<file path="src/rtl/enigma_pkg.sv">
// Shared types, widths and position helpers for the Enigma rotor scheduler.
package enigma_pkg;

  localparam int unsigned LETTER_W    = 5;
  localparam int unsigned NUM_LETTERS = 26;

  typedef enum logic [3:0] {
    IDLE,
    STEP,
    F1,
    F2,
    F3,
    RF,
    B3,
    B2,
    B1,
    HOLD
  } state_t;

  localparam logic [1:0] SEL_R1   = 2'd0;
  localparam logic [1:0] SEL_R2   = 2'd1;
  localparam logic [1:0] SEL_R3   = 2'd2;
  localparam logic [1:0] SEL_REFL = 2'd3;

  localparam logic [LETTER_W-1:0] POS_MAX = LETTER_W'(NUM_LETTERS - 1);

  // Advance one rotor position, wrapping 25 -> 0.
  function automatic logic [LETTER_W-1:0] pos_inc(input logic [LETTER_W-1:0] p);
    return (p == POS_MAX) ? '0 : p + LETTER_W'(1);
  endfunction

  // Fold a 5-bit configuration value into 0..25.
  function automatic logic [LETTER_W-1:0] pos_norm(input logic [LETTER_W-1:0] v);
    return (v > POS_MAX) ? v - LETTER_W'(NUM_LETTERS) : v;
  endfunction

endpackage

</file>
<file path="src/rtl/enigma_rotor_stepper.sv">
// Combinational rotor stepping: next positions and notch flags from the
// current (pre-step) positions, all three compares taken simultaneously.
module enigma_rotor_stepper
  import enigma_pkg::*;
#(
  parameter logic [LETTER_W-1:0] NOTCH1 = 5'd16,
  parameter logic [LETTER_W-1:0] NOTCH2 = 5'd4,
  parameter logic [LETTER_W-1:0] NOTCH3 = 5'd21
) (
  input  logic [LETTER_W-1:0] i_pos1,
  input  logic [LETTER_W-1:0] i_pos2,
  input  logic [LETTER_W-1:0] i_pos3,
  output logic [LETTER_W-1:0] o_next1,
  output logic [LETTER_W-1:0] o_next2,
  output logic [LETTER_W-1:0] o_next3,
  output logic                o_at_notch1,
  output logic                o_at_notch2,
  output logic                o_at_notch3
);

  assign o_at_notch1 = (i_pos1 == NOTCH1);
  assign o_at_notch2 = (i_pos2 == NOTCH2);
  assign o_at_notch3 = (i_pos3 == NOTCH3);

  // R2 steps on R1 carry or on its own notch (double step); R3 follows R2's notch.
  assign o_next1 = pos_inc(i_pos1);
  assign o_next2 = (o_at_notch1 || o_at_notch2) ? pos_inc(i_pos2) : i_pos2;
  assign o_next3 = o_at_notch2 ? pos_inc(i_pos3) : i_pos3;

endmodule

</file>
<file path="src/rtl/enigma_rotor_sched.sv">
// Enigma keypress sequencer: steps the rotors on each accepted key, then walks
// one shared substitution datapath through R1 R2 R3 REFL R3 R2 R1 and holds
// the resulting cipher letter until the consumer takes it.
module enigma_rotor_sched
  import enigma_pkg::*;
#(
  parameter logic [LETTER_W-1:0] NOTCH1 = 5'd16,
  parameter logic [LETTER_W-1:0] NOTCH2 = 5'd4,
  parameter logic [LETTER_W-1:0] NOTCH3 = 5'd21
) (
  input  logic                clk,
  input  logic                rst_n,
  input  logic                cfg_we,
  input  logic [LETTER_W-1:0] cfg_pos1,
  input  logic [LETTER_W-1:0] cfg_pos2,
  input  logic [LETTER_W-1:0] cfg_pos3,
  input  logic                key_valid,
  output logic                key_ready,
  input  logic [LETTER_W-1:0] key_in,
  output logic                out_valid,
  input  logic                out_ready,
  output logic [LETTER_W-1:0] out_letter,
  output logic                err,
  output logic [LETTER_W-1:0] pos1,
  output logic [LETTER_W-1:0] pos2,
  output logic [LETTER_W-1:0] pos3,
  output logic                at_notch3,
  output logic [1:0]          path_sel,
  output logic                path_dir,
  output logic [LETTER_W-1:0] path_rot,
  output logic [LETTER_W-1:0] path_in,
  input  logic [LETTER_W-1:0] path_out
);

  state_t              r_state;
  state_t              w_state_nxt;
  logic [LETTER_W-1:0] r_pos1, r_pos2, r_pos3;
  logic [LETTER_W-1:0] r_letter;
  logic [LETTER_W-1:0] r_out;
  logic                r_err;

  logic [LETTER_W-1:0] w_next1, w_next2, w_next3;
  logic                w_at_notch1, w_at_notch2, w_at_notch3;
  logic                w_unused_notch;
  logic                w_key_ok;
  logic                w_idle_ready;
  logic                w_stage;
  logic [1:0]          w_sel;
  logic                w_dir;
  logic [LETTER_W-1:0] w_rot;

  enigma_rotor_stepper #(
    .NOTCH1 (NOTCH1),
    .NOTCH2 (NOTCH2),
    .NOTCH3 (NOTCH3)
  ) u_stepper (
    .i_pos1      (r_pos1),
    .i_pos2      (r_pos2),
    .i_pos3      (r_pos3),
    .o_next1     (w_next1),
    .o_next2     (w_next2),
    .o_next3     (w_next3),
    .o_at_notch1 (w_at_notch1),
    .o_at_notch2 (w_at_notch2),
    .o_at_notch3 (w_at_notch3)
  );

  assign w_unused_notch = w_at_notch1 & w_at_notch2;
  assign w_key_ok       = (key_in != '0) && (key_in <= LETTER_W'(NUM_LETTERS));

  // State register.
  always_ff @(posedge clk or negedge rst_n) begin
    if (!rst_n) r_state <= IDLE;
    else        r_state <= w_state_nxt;
  end

  // Next-state decode plus per-stage datapath select, direction and rotor.
  always_comb begin
    w_state_nxt  = r_state;
    w_idle_ready = 1'b0;
    w_stage      = 1'b0;
    w_sel        = SEL_R1;
    w_dir        = 1'b0;
    w_rot        = '0;
    unique case (r_state)
      IDLE: begin
        w_idle_ready = ~cfg_we;
        if (key_valid && !cfg_we && w_key_ok) w_state_nxt = STEP;
      end
      STEP: w_state_nxt = F1;
      F1: begin
        w_stage = 1'b1; w_sel = SEL_R1; w_rot = r_pos1; w_state_nxt = F2;
      end
      F2: begin
        w_stage = 1'b1; w_sel = SEL_R2; w_rot = r_pos2; w_state_nxt = F3;
      end
      F3: begin
        w_stage = 1'b1; w_sel = SEL_R3; w_rot = r_pos3; w_state_nxt = RF;
      end
      RF: begin
        w_stage = 1'b1; w_sel = SEL_REFL; w_state_nxt = B3;
      end
      B3: begin
        w_stage = 1'b1; w_sel = SEL_R3; w_dir = 1'b1; w_rot = r_pos3; w_state_nxt = B2;
      end
      B2: begin
        w_stage = 1'b1; w_sel = SEL_R2; w_dir = 1'b1; w_rot = r_pos2; w_state_nxt = B1;
      end
      B1: begin
        w_stage = 1'b1; w_sel = SEL_R1; w_dir = 1'b1; w_rot = r_pos1; w_state_nxt = HOLD;
      end
      HOLD: if (out_ready) w_state_nxt = IDLE;
      default: w_state_nxt = IDLE;
    endcase
    if (w_stage && (path_out == '0)) w_state_nxt = IDLE;
  end

  // Rotor positions, letter pipeline register, held output and error pulse.
  always_ff @(posedge clk or negedge rst_n) begin
    if (!rst_n) begin
      r_pos1   <= '0;
      r_pos2   <= '0;
      r_pos3   <= '0;
      r_letter <= '0;
      r_out    <= '0;
      r_err    <= 1'b0;
    end else begin
      r_err <= 1'b0;
      if (r_state == IDLE) begin
        if (cfg_we) begin
          r_pos1 <= pos_norm(cfg_pos1);
          r_pos2 <= pos_norm(cfg_pos2);
          r_pos3 <= pos_norm(cfg_pos3);
        end else if (key_valid) begin
          if (w_key_ok) r_letter <= key_in;
          else          r_err    <= 1'b1;
        end
      end
      if (r_state == STEP) begin
        r_pos1 <= w_next1;
        r_pos2 <= w_next2;
        r_pos3 <= w_next3;
      end
      if (w_stage) begin
        if (path_out == '0) begin
          r_err <= 1'b1;
        end else begin
          r_letter <= path_out;
          if (r_state == B1) r_out <= path_out;
        end
      end
    end
  end

  assign key_ready  = rst_n & w_idle_ready;
  assign out_valid  = (r_state == HOLD);
  assign out_letter = r_out;
  assign err        = r_err;
  assign pos1       = r_pos1;
  assign pos2       = r_pos2;
  assign pos3       = r_pos3;
  assign at_notch3  = w_at_notch3;
  assign path_sel   = w_sel;
  assign path_dir   = w_dir;
  assign path_rot   = w_rot;
  assign path_in    = w_stage ? r_letter : '0;

endmodule

</file>
<file path="config.mk">
export PLATFORM = sky130hd
export DESIGN_NAME = enigma_rotor_sched
export DESIGN_NICKNAME = d
export VERILOG_FILES = /design/src/rtl/enigma_pkg.sv /design/src/rtl/enigma_rotor_stepper.sv /design/src/rtl/enigma_rotor_sched.sv
export SDC_FILE = /design/constraint.sdc
export NUM_CORES = 1
export LEC_CHECK = 0
export CORE_MARGIN = 2
export CORE_UTILIZATION = 50
export DETAILED_ROUTE_END_ITERATION = 8
export PLACE_DENSITY_LB_ADDON = 0.3
export SLEW_MARGIN = 15
export SYNTH_ARGS = -nofsm -noshare
export SYNTH_HDL_FRONTEND = slang
export SYNTH_SLANG_ARGS = --single-unit
</file>
<file path="constraint.sdc">
create_clock -name clk -period 3.5 [get_ports clk]
set_clock_uncertainty 0.1 [all_clocks]
set_input_delay 0.7 -clock clk [delete_from_list [all_inputs] [get_ports clk]]
set_output_delay 0.7 -clock clk [all_outputs]
set_load 0.005 [all_outputs]
</file>
==> flow_summary.yaml, run 1 <==
synthesis:
  yosys.area.top_type: "dfrtp_1"
  synth_warnings: 0
  yosys-top-cells-area: "dfrtp_1, ha_1, nand2_1, inv_1, a21oi_1"
  netlist_area_um2: 2410
  synthFlopType: "dfrtp_1"
  async_flop_share: 1.00
  synth-edff-count: 0
  synth_fp_nets: 320
  synth_most_common_cell: "nand2_1"
  synth_top_area_frac: 0.312
  ys_ff_latch: 30
  synth.distinct_cells: 63
  seq_area_frac_synth: 0.312
  netlist_instances: 276
  synth_area_per_cell_um2: 8.73
  netlist_top_cells_count: "nand2_1, dfrtp_1, inv_1, ha_1, a21oi_1"
worst_setup_path:
  cp_max_fo: 13
  criticalPathCategory: "register to primary output"
  crit_path_start: "r_state[1]"
  critical-path-slowest-cell: "or4b_2"
  worstPathRequired_ns: 2.70
  critPathTopFamily: "simple AND/OR/NAND/NOR gates"
  r2r_slack_ns: 1.05
  path_buf_inv: 1
  cp-start-kind: "register"
  cp_cell_sequence: "or4b_2, o21ai_2, and2_1, clkdlybuf4s50_1"
  crit_path_end_kind: "primary output"
  arrival_ns: 2.44
  critPathMaxStageDelay_ns: 0.75
  rr_worst_depth: 5
  rr_startpoint: "r_state[3]"
  reg2reg_to: "pos2[0]"
timing:
  setup_viol: 0
  fmax_mhz: 309
  tns_ns: 0
  min_period_ns: 3.24
  finalMaxSlewViolations: 0
  worst_pin_slew_ns: 0.639
  max_slew_margin: 0.572
  fin_crit_sh: 0.926
  final_hold_viol_count: 0
  setup_ws_ns: 0.260
  rsz0062_at_grt: "no"
clock_network:
  cts_setup_buffers: 0
  clock_sinks: 30
  clock_latency_ns: 0.28
  cts_buffer_depth: 2
  root_buffer: "clkbuf_8"
  hold_buffers: 0
  numCtsBuffers: 5
  cts.repair.resized: 0
  cts_tree: "yes"
  cts.clk_slew.worst_paths_ns: 0.07
  htree_levels: 2
route:
  wl_um: 6230
  vias_per_cell: 5.93
  vias: 2359
  post_drt_wl_per_cell_um: 15.7
  drt_pass1_iterations: 4
  drc: 0
  ant_nets: 0
  drtIter0Drc: 126
finish:
  fillCellCount: 401
  finalNonFillerCells: 398
  nNetsFinal: 387
  drive_above_1_share: 0.0785
  final_area_um2: 3190
  syn2layout_area_growth_pct: 32.6
  antenna_cells: 0
global_route:
  grt_remaining_overflow: 0
  grt_max_degree: 31
  grtUsageTotal: 0.236
  grt_pass1_vias: 2238
  grt_pass1_wl_um: 10100
  antenna_found_initial: 0
placement:
  port_buffers: 66
  placedInstanceArea_um2: 3100
  pre_cts_ws_ns: 0.565
  dpl.hpwl_um: 4650
  dpl.cell_count: 390
  gp_congestion: 0.890
run:
  drv_cap: 0
pwr:
  p_leak_nw: 1.32
  p_per_area_nw_per_um2: 821
  peakVddDrop_v: 0.000529
min_path:
  holdPathEnd: "out_letter[0]"
  hp-start: "out_letter[0]"
  min_path_cells: 2
  hold_class: "register to register"
run_status:
  outcome: "completed"
floorplan:
  die_y_um: 73.4
  die_area_um2: 5390
  start_util: 0.514
  io_pins: 67
  die_w_um: 73.4
  std_cell_rows: 25
  core_um2: 4690
==> stage by stage <==
step | power, mW | util | hold WS, ns
after global routing | 2.83 | 0.681 | 0.427
final | 2.62 | 0.681 | 0.400
after floorplan | 1.65 | - | 0.304
after CTS | 2.63 | 0.681 | 0.398
after global placement | 2.28 | 0.661 | 0.373
after detailed placement | 2.33 | 0.661 | 0.380
==> sequential cells by signal (all words and copies together), names as in the netlist <==
signal,flops
pos3,5
err,1
r_letter,5
r_state,4
pos2,5
pos1,5
out_letter,5
==> routing by layer <==
layer,track usage,up-vias,share of wire
met5,0,-,0
met4,0.0848,0,0.013
met3,0.0412,7,0.042
met2,0.372,59,0.48
met1,0.327,1133,0.46
li1,-,1160,-
==> power breakdown <==
group / internal [mW] / switching (mW) / total (mW)
clock: 0.159 / 0.134 / 0.293
combinational: 0.850 / 0.709 / 1.56
sequential: 0.514 / 0.255 / 0.770
total: 1.52 / 1.10 / 2.62
==> how the worst max path moves through the flow <==
stage,to,slack [ns],cells after the start
final,path_in[0],0.26,4
after global routing,path_in[0],0.15,4
after CTS,path_in[0],0.25,4
after detailed placement,path_in[0],0.57,4
after global placement,key_ready,0.58,3
after floorplan,path_in[0],1.14,4
==> tightest hold or removal path: stages (launching register included) <==
cell and delay, ns:
dfrtp_1 0.36, nand2_1 0.05, nand2_1 0.05
==> cell type report <==
class	count	area, um^2	share of cell area
Timing Repair Buffer	69	683	0.214
Sequential cell	30	751	0.235
Multi-Input combinational cell	217	1530	0.478
Clock inverter	1	5.00	0.00157
Inverter	20	75.1	0.0235
Tap cell	54	67.6	0.0212
Clock buffer	7	86.3	0.0270
==> placed cells by master, fill, tap and decap left out, drive strengths merged, types with 5 or more instances in the layout <==
master | synthesis | final
a22oi | 7 | 7
nor3 | 9 | 9
inv | 20 | 20
o22ai | 5 | 5
clkbuf | 2 | 7
o21ai | 18 | 18
nand2 | 42 | 42
clkdlybuf4s50 | 0 | 66
nor2 | 9 | 9
nand3 | 9 | 9
ha | 14 | 14
a21oi | 11 | 11
o211ai | 7 | 7
dfrtp | 30 | 30
and2 | 7 | 7
==> kinds of logic (layout without fill, tap and decap cells) <==
logic type | Yosys count | in the layout | share of synthesized area
AO/OA/AOI/OAI | 88 | 88 | 0.285
XOR/XNOR | 4 | 4 | 0.0145
adder cells (fa/ha/maj) | 14 | 14 | 0.0727
buffers and inverters | 29 | 97 | 0.0550
flip-flops | 30 | 30 | 0.312
multiplexers | 3 | 3 | 0.0140
AND/OR/NAND/NOR | 108 | 108 | 0.248
(Power assumes the default switching activity.)
==> run 2, diff against run 1 <==
Settings changed: CORE_UTILIZATION 50 to 45.
==> run 2 against run 1 <==
Net effect: die area increased by 10%; power about the same; clock power increased by 3%; critical path depth unchanged; sequential power decreased by 0.5%; cell area increased by 0.74%; wire length decreased by 3.0%; flip-flop and latch count unchanged; fmax decreased by 0.18%; hold slack got worse by 0.0036 ns; global-route usage decreased by 2.5 points.
==> flow_summary.yaml, run 2 (same netlist as run 1, synthesis figures left out) <==
run_status:
  outcome: "completed"
finish:
  most-common-layout-cells: "clkdlybuf4s50_1, nand2_1, dfrtp_1"
  finalNonFillerCells: 414
  fin_util: 0.626
  final_common_cell: "clkdlybuf4s50_1"
  drive_above_1_share: 0.0814
  final_area_um2: 3220
  antenna_cells: 0
  syn2layout_area_growth_pct: 33.5
  nNetsFinal: 387
pwr:
  peakVddDrop_v: 0.000462
  fin_total_pwr_mw: 2.62
  p_leak_nw: 1.32
  p_per_area_nw_per_um2: 815
route:
  ant_nets: 0
  drtIter0Drc: 107
  post_drt_wl_per_cell_um: 14.6
  wl_um: 6040
  vias: 2348
  drc: 0
  vias_per_cell: 5.67
  drt_pass1_iterations: 4
global_route:
  grt_remaining_overflow: 0
  grt_pass1_vias: 2196
  grt_max_degree: 31
  antenna_found_initial: 0
  grt_pass1_wl_um: 10200
  grtUsageTotal: 0.212
min_path:
  hold_class: "register to register"
  min_path_cells: 2
worst_setup_path:
  rr_worst_depth: 4
  worstPathRequired_ns: 2.70
  cp-start-kind: "register"
  r2r_slack_ns: 1.14
  arrival_ns: 2.45
  cp_max_fo: 13
  crit_path_end_kind: "primary output"
  criticalPathCategory: "register to primary output"
clock_network:
  root_buffer: "clkbuf_8"
  cts_buffer_depth: 2
  cts.repair.resized: 0
  cts.clk_slew.worst_paths_ns: 0.07
  cts_tree: "yes"
  clock_latency_ns: 0.29
  numCtsBuffers: 5
  cts_setup_buffers: 0
  htree_levels: 2
  hold_buffers: 0
  clock_sinks: 30
placement:
  gp_congestion: 0.796
  dpl.hpwl_um: 4480
  placedInstanceArea_um2: 3120
  dpl.cell_count: 406
  port_buffers: 66
  pre_cts_ws_ns: 0.587
timing:
  setup_viol: 0
  hold_ws_ns: 0.396
  max_slew_margin: 0.551
  fin_crit_sh: 0.927
  rsz0062_at_grt: "no"
  fmax_mhz: 308
  min_period_ns: 3.25
  worst_pin_slew_ns: 0.671
  tns_ns: 0
  finalMaxSlewViolations: 0
  final_hold_viol_count: 0
  setup_ws_ns: 0.255
floorplan:
  start_util: 0.469
  die_w_um: 77.2
  std_cell_rows: 26
  io_pins: 67
  core_um2: 5140
  die_y_um: 77.2
  die_area_um2: 5960
run:
  drv_cap: 0
==> run 2: final cells by class <==
type / count / area (um^2)
Inverter: 20 / 75.1
Timing Repair Buffer: 69 / 683
Fill cell: 470 / 1920
Clock buffer: 6 / 82.6
Sequential cell: 30 / 751
Tap cell: 70 / 87.6
Clock inverter: 2 / 12.5
Multi-Input combinational cell: 217 / 1530
==> run 2: power by group <==
| group | internal [mW] | switching (mW) | total (mW) |
|---|---|---|---|
| clock | 0.158 | 0.144 | 0.302 |
| combinational | 0.848 | 0.707 | 1.56 |
| sequential | 0.514 | 0.252 | 0.766 |
==> run 2: routing by layer <==
| metal | vias to the layer above | routed length (um) | global-route usage |
|---|---|---|---|
| li1 | 1159 | - | - |
| met1 | 1128 | 2790 | 0.286 |
| met2 | 56 | 2910 | 0.339 |
| met3 | 5 | 285 | 0.0482 |
| met4 | 0 | 61 | 0.0625 |
| met5 | - | 0 | 0 |
==> run 2: worst paths after layout <==
kind | startpoint | end
setup / recovery | r_state[1] | path_in[0]
hold reg to reg | out_letter[0] | out_letter[0]
min in group asynchronous | rst_n | pos2[1]
hold / removal | out_letter[0] | out_letter[0]
setup reg to reg | r_state[1] | pos2[2]
max in group asynchronous | rst_n | pos2[2]
==> run 2: critical path: stages, from the launching register on <==
cell and delay [ns]:
dfrtp_1 0.53, or4b_2 0.74, o21ai_2 0.19, and2_1 0.19, clkdlybuf4s50_1 0.50
==> run 3, diff against run 2 <==
Settings changed: CORE_MARGIN 2 to not set, REMOVE_ABC_BUFFERS set to 1.
==> run 3 against run 2 <==
Net effect: critical path depth unchanged; largest power group unchanged; count of clock-buffer cells in the layout rose by 1; fmax fell by 0.44%; first-iteration DRC count rose by 33%; wire length grew 0.58%; register-to-register slack improved by 0.06 ns; sequential share of layout area up 0.14 points; sequential power about the same; clock power is 14% lower.
==> flow_summary.yaml, run 3 (same netlist as run 1, synthesis figures left out) <==
run_status:
  outcome: "completed"
route:
  drc: 0
  vias_per_cell: 5.74
  wl_um: 6080
  drt_pass1_iterations: 4
  ant_nets: 0
  post_drt_wl_per_cell_um: 14.7
  vias: 2371
  drtIter0Drc: 142
finish:
  drive_above_1_share: 0.0729
  syn2layout_area_growth_pct: 32.8
  final_area_um2: 3200
  finalNonFillerCells: 413
  antenna_cells: 0
  nNetsFinal: 387
  final_common_cell: "clkdlybuf4s50_1"
  most-common-layout-cells: "clkdlybuf4s50_1, nand2_1, dfrtp_1"
global_route:
  grt_remaining_overflow: 0
  grt_max_degree: 31
  grt_pass1_vias: 2121
  grt_pass1_wl_um: 9840
  grtUsageTotal: 0.229
  antenna_found_initial: 0
worst_setup_path:
  worstPathRequired_ns: 2.70
  cp_max_fo: 13
  arrival_ns: 2.46
  crit_path_end_kind: "primary output"
  criticalPathCategory: "register to primary output"
  cp-start-kind: "register"
  r2r_slack_ns: 1.20
clock_network:
  cts.clk_slew.worst_paths_ns: 0.06
  cts_setup_buffers: 0
  cts_buffer_depth: 2
  cts_tree: "yes"
  cts.repair.resized: 0
  root_buffer: "clkbuf_8"
  htree_levels: 2
  numCtsBuffers: 5
  hold_buffers: 0
  clock_latency_ns: 0.28
  clock_sinks: 30
placement:
  placedInstanceArea_um2: 3120
  port_buffers: 66
  dpl.hpwl_um: 4530
  gp_congestion: 0.863
  dpl.cell_count: 406
  pre_cts_ws_ns: 0.547
min_path:
  hold_class: "register to register"
timing:
  final_hold_viol_count: 0
  max_slew_margin: 0.568
  fin_crit_sh: 0.931
  worst_pin_slew_ns: 0.645
  rsz0062_at_grt: "no"
  min_period_ns: 3.26
  finalMaxSlewViolations: 0
  fmax_mhz: 307
  setup_viol: 0
  setup_ws_ns: 0.240
  tns_ns: 0
floorplan:
  die_area_um2: 5650
  std_cell_rows: 26
  io_pins: 67
  die_w_um: 75.2
  core_um2: 5140
  start_util: 0.469
  die_y_um: 75.2
run:
  drv_cap: 0
pwr:
  p_per_area_nw_per_um2: 810
  peakVddDrop_v: 0.000498
  p_leak_nw: 1.31
[run 3: cell count changes in the layout (fill, tap and decap cells not counted), sizes merged]
cell / before / now
clkbuf: 6 / 7
clkinvlp: 1 / 0
clkinv: 1 / 0
[run 3: path summary, 6_finish.rpt]
check / from / end / depth (start not counted)
setup reg to reg: r_state[1] / pos1[3] / 4
setup / recovery: r_state[1] / path_in[3] / 4
hold reg to reg: out_letter[4] / out_letter[4] / 2
max in group asynchronous: rst_n / r_state[1] / 2
min in group asynchronous: rst_n / pos3[4] / 2
hold / removal: out_letter[4] / out_letter[4] / 2
[run 3: worst max-delay path, stage by stage, from the launching register on]
cell             delay (ns)
dfrtp_1                0.53
or4b_2                 0.75
o21ai_2                0.20
and2_1                 0.20
clkdlybuf4s50_1        0.50
[run 3: power breakdown]
part           internal (mW)  switching [mW]  leakage [nW]
Clock                  0.137           0.123        0.0383
Sequential             0.514           0.252         0.367
Combinational          0.850           0.716         0.904
Total                   1.50            1.09          1.31
[run 3: cell type report]
class	instances	area [um^2]
clock buffer	7	76.3
fill	487	1940
inverter	20	75.1
multi-input combinational	217	1530
sequential	30	751
tap	70	87.6
timing repair buffer	69	683
[run 3: metal layers]
layer  GRT usage  up-vias  part of all wire
met2       0.384       62              0.49
met3      0.0428        4             0.046
met5           0        -                 0
met4      0.0617        0            0.0076
met1       0.303     1141              0.46
li1            -     1164                 -
[run 3: per-stage QoR]
stage | util | total power [mW] | hold slack [ns]
CTS | 0.622 | 2.60 | 0.382
global placement | 0.608 | 2.30 | 0.361
floorplan | - | 1.59 | 0.304
global route | 0.622 | 2.82 | 0.417
finish | 0.622 | 2.59 | 0.378
detailed placement | 0.608 | 2.32 | 0.367
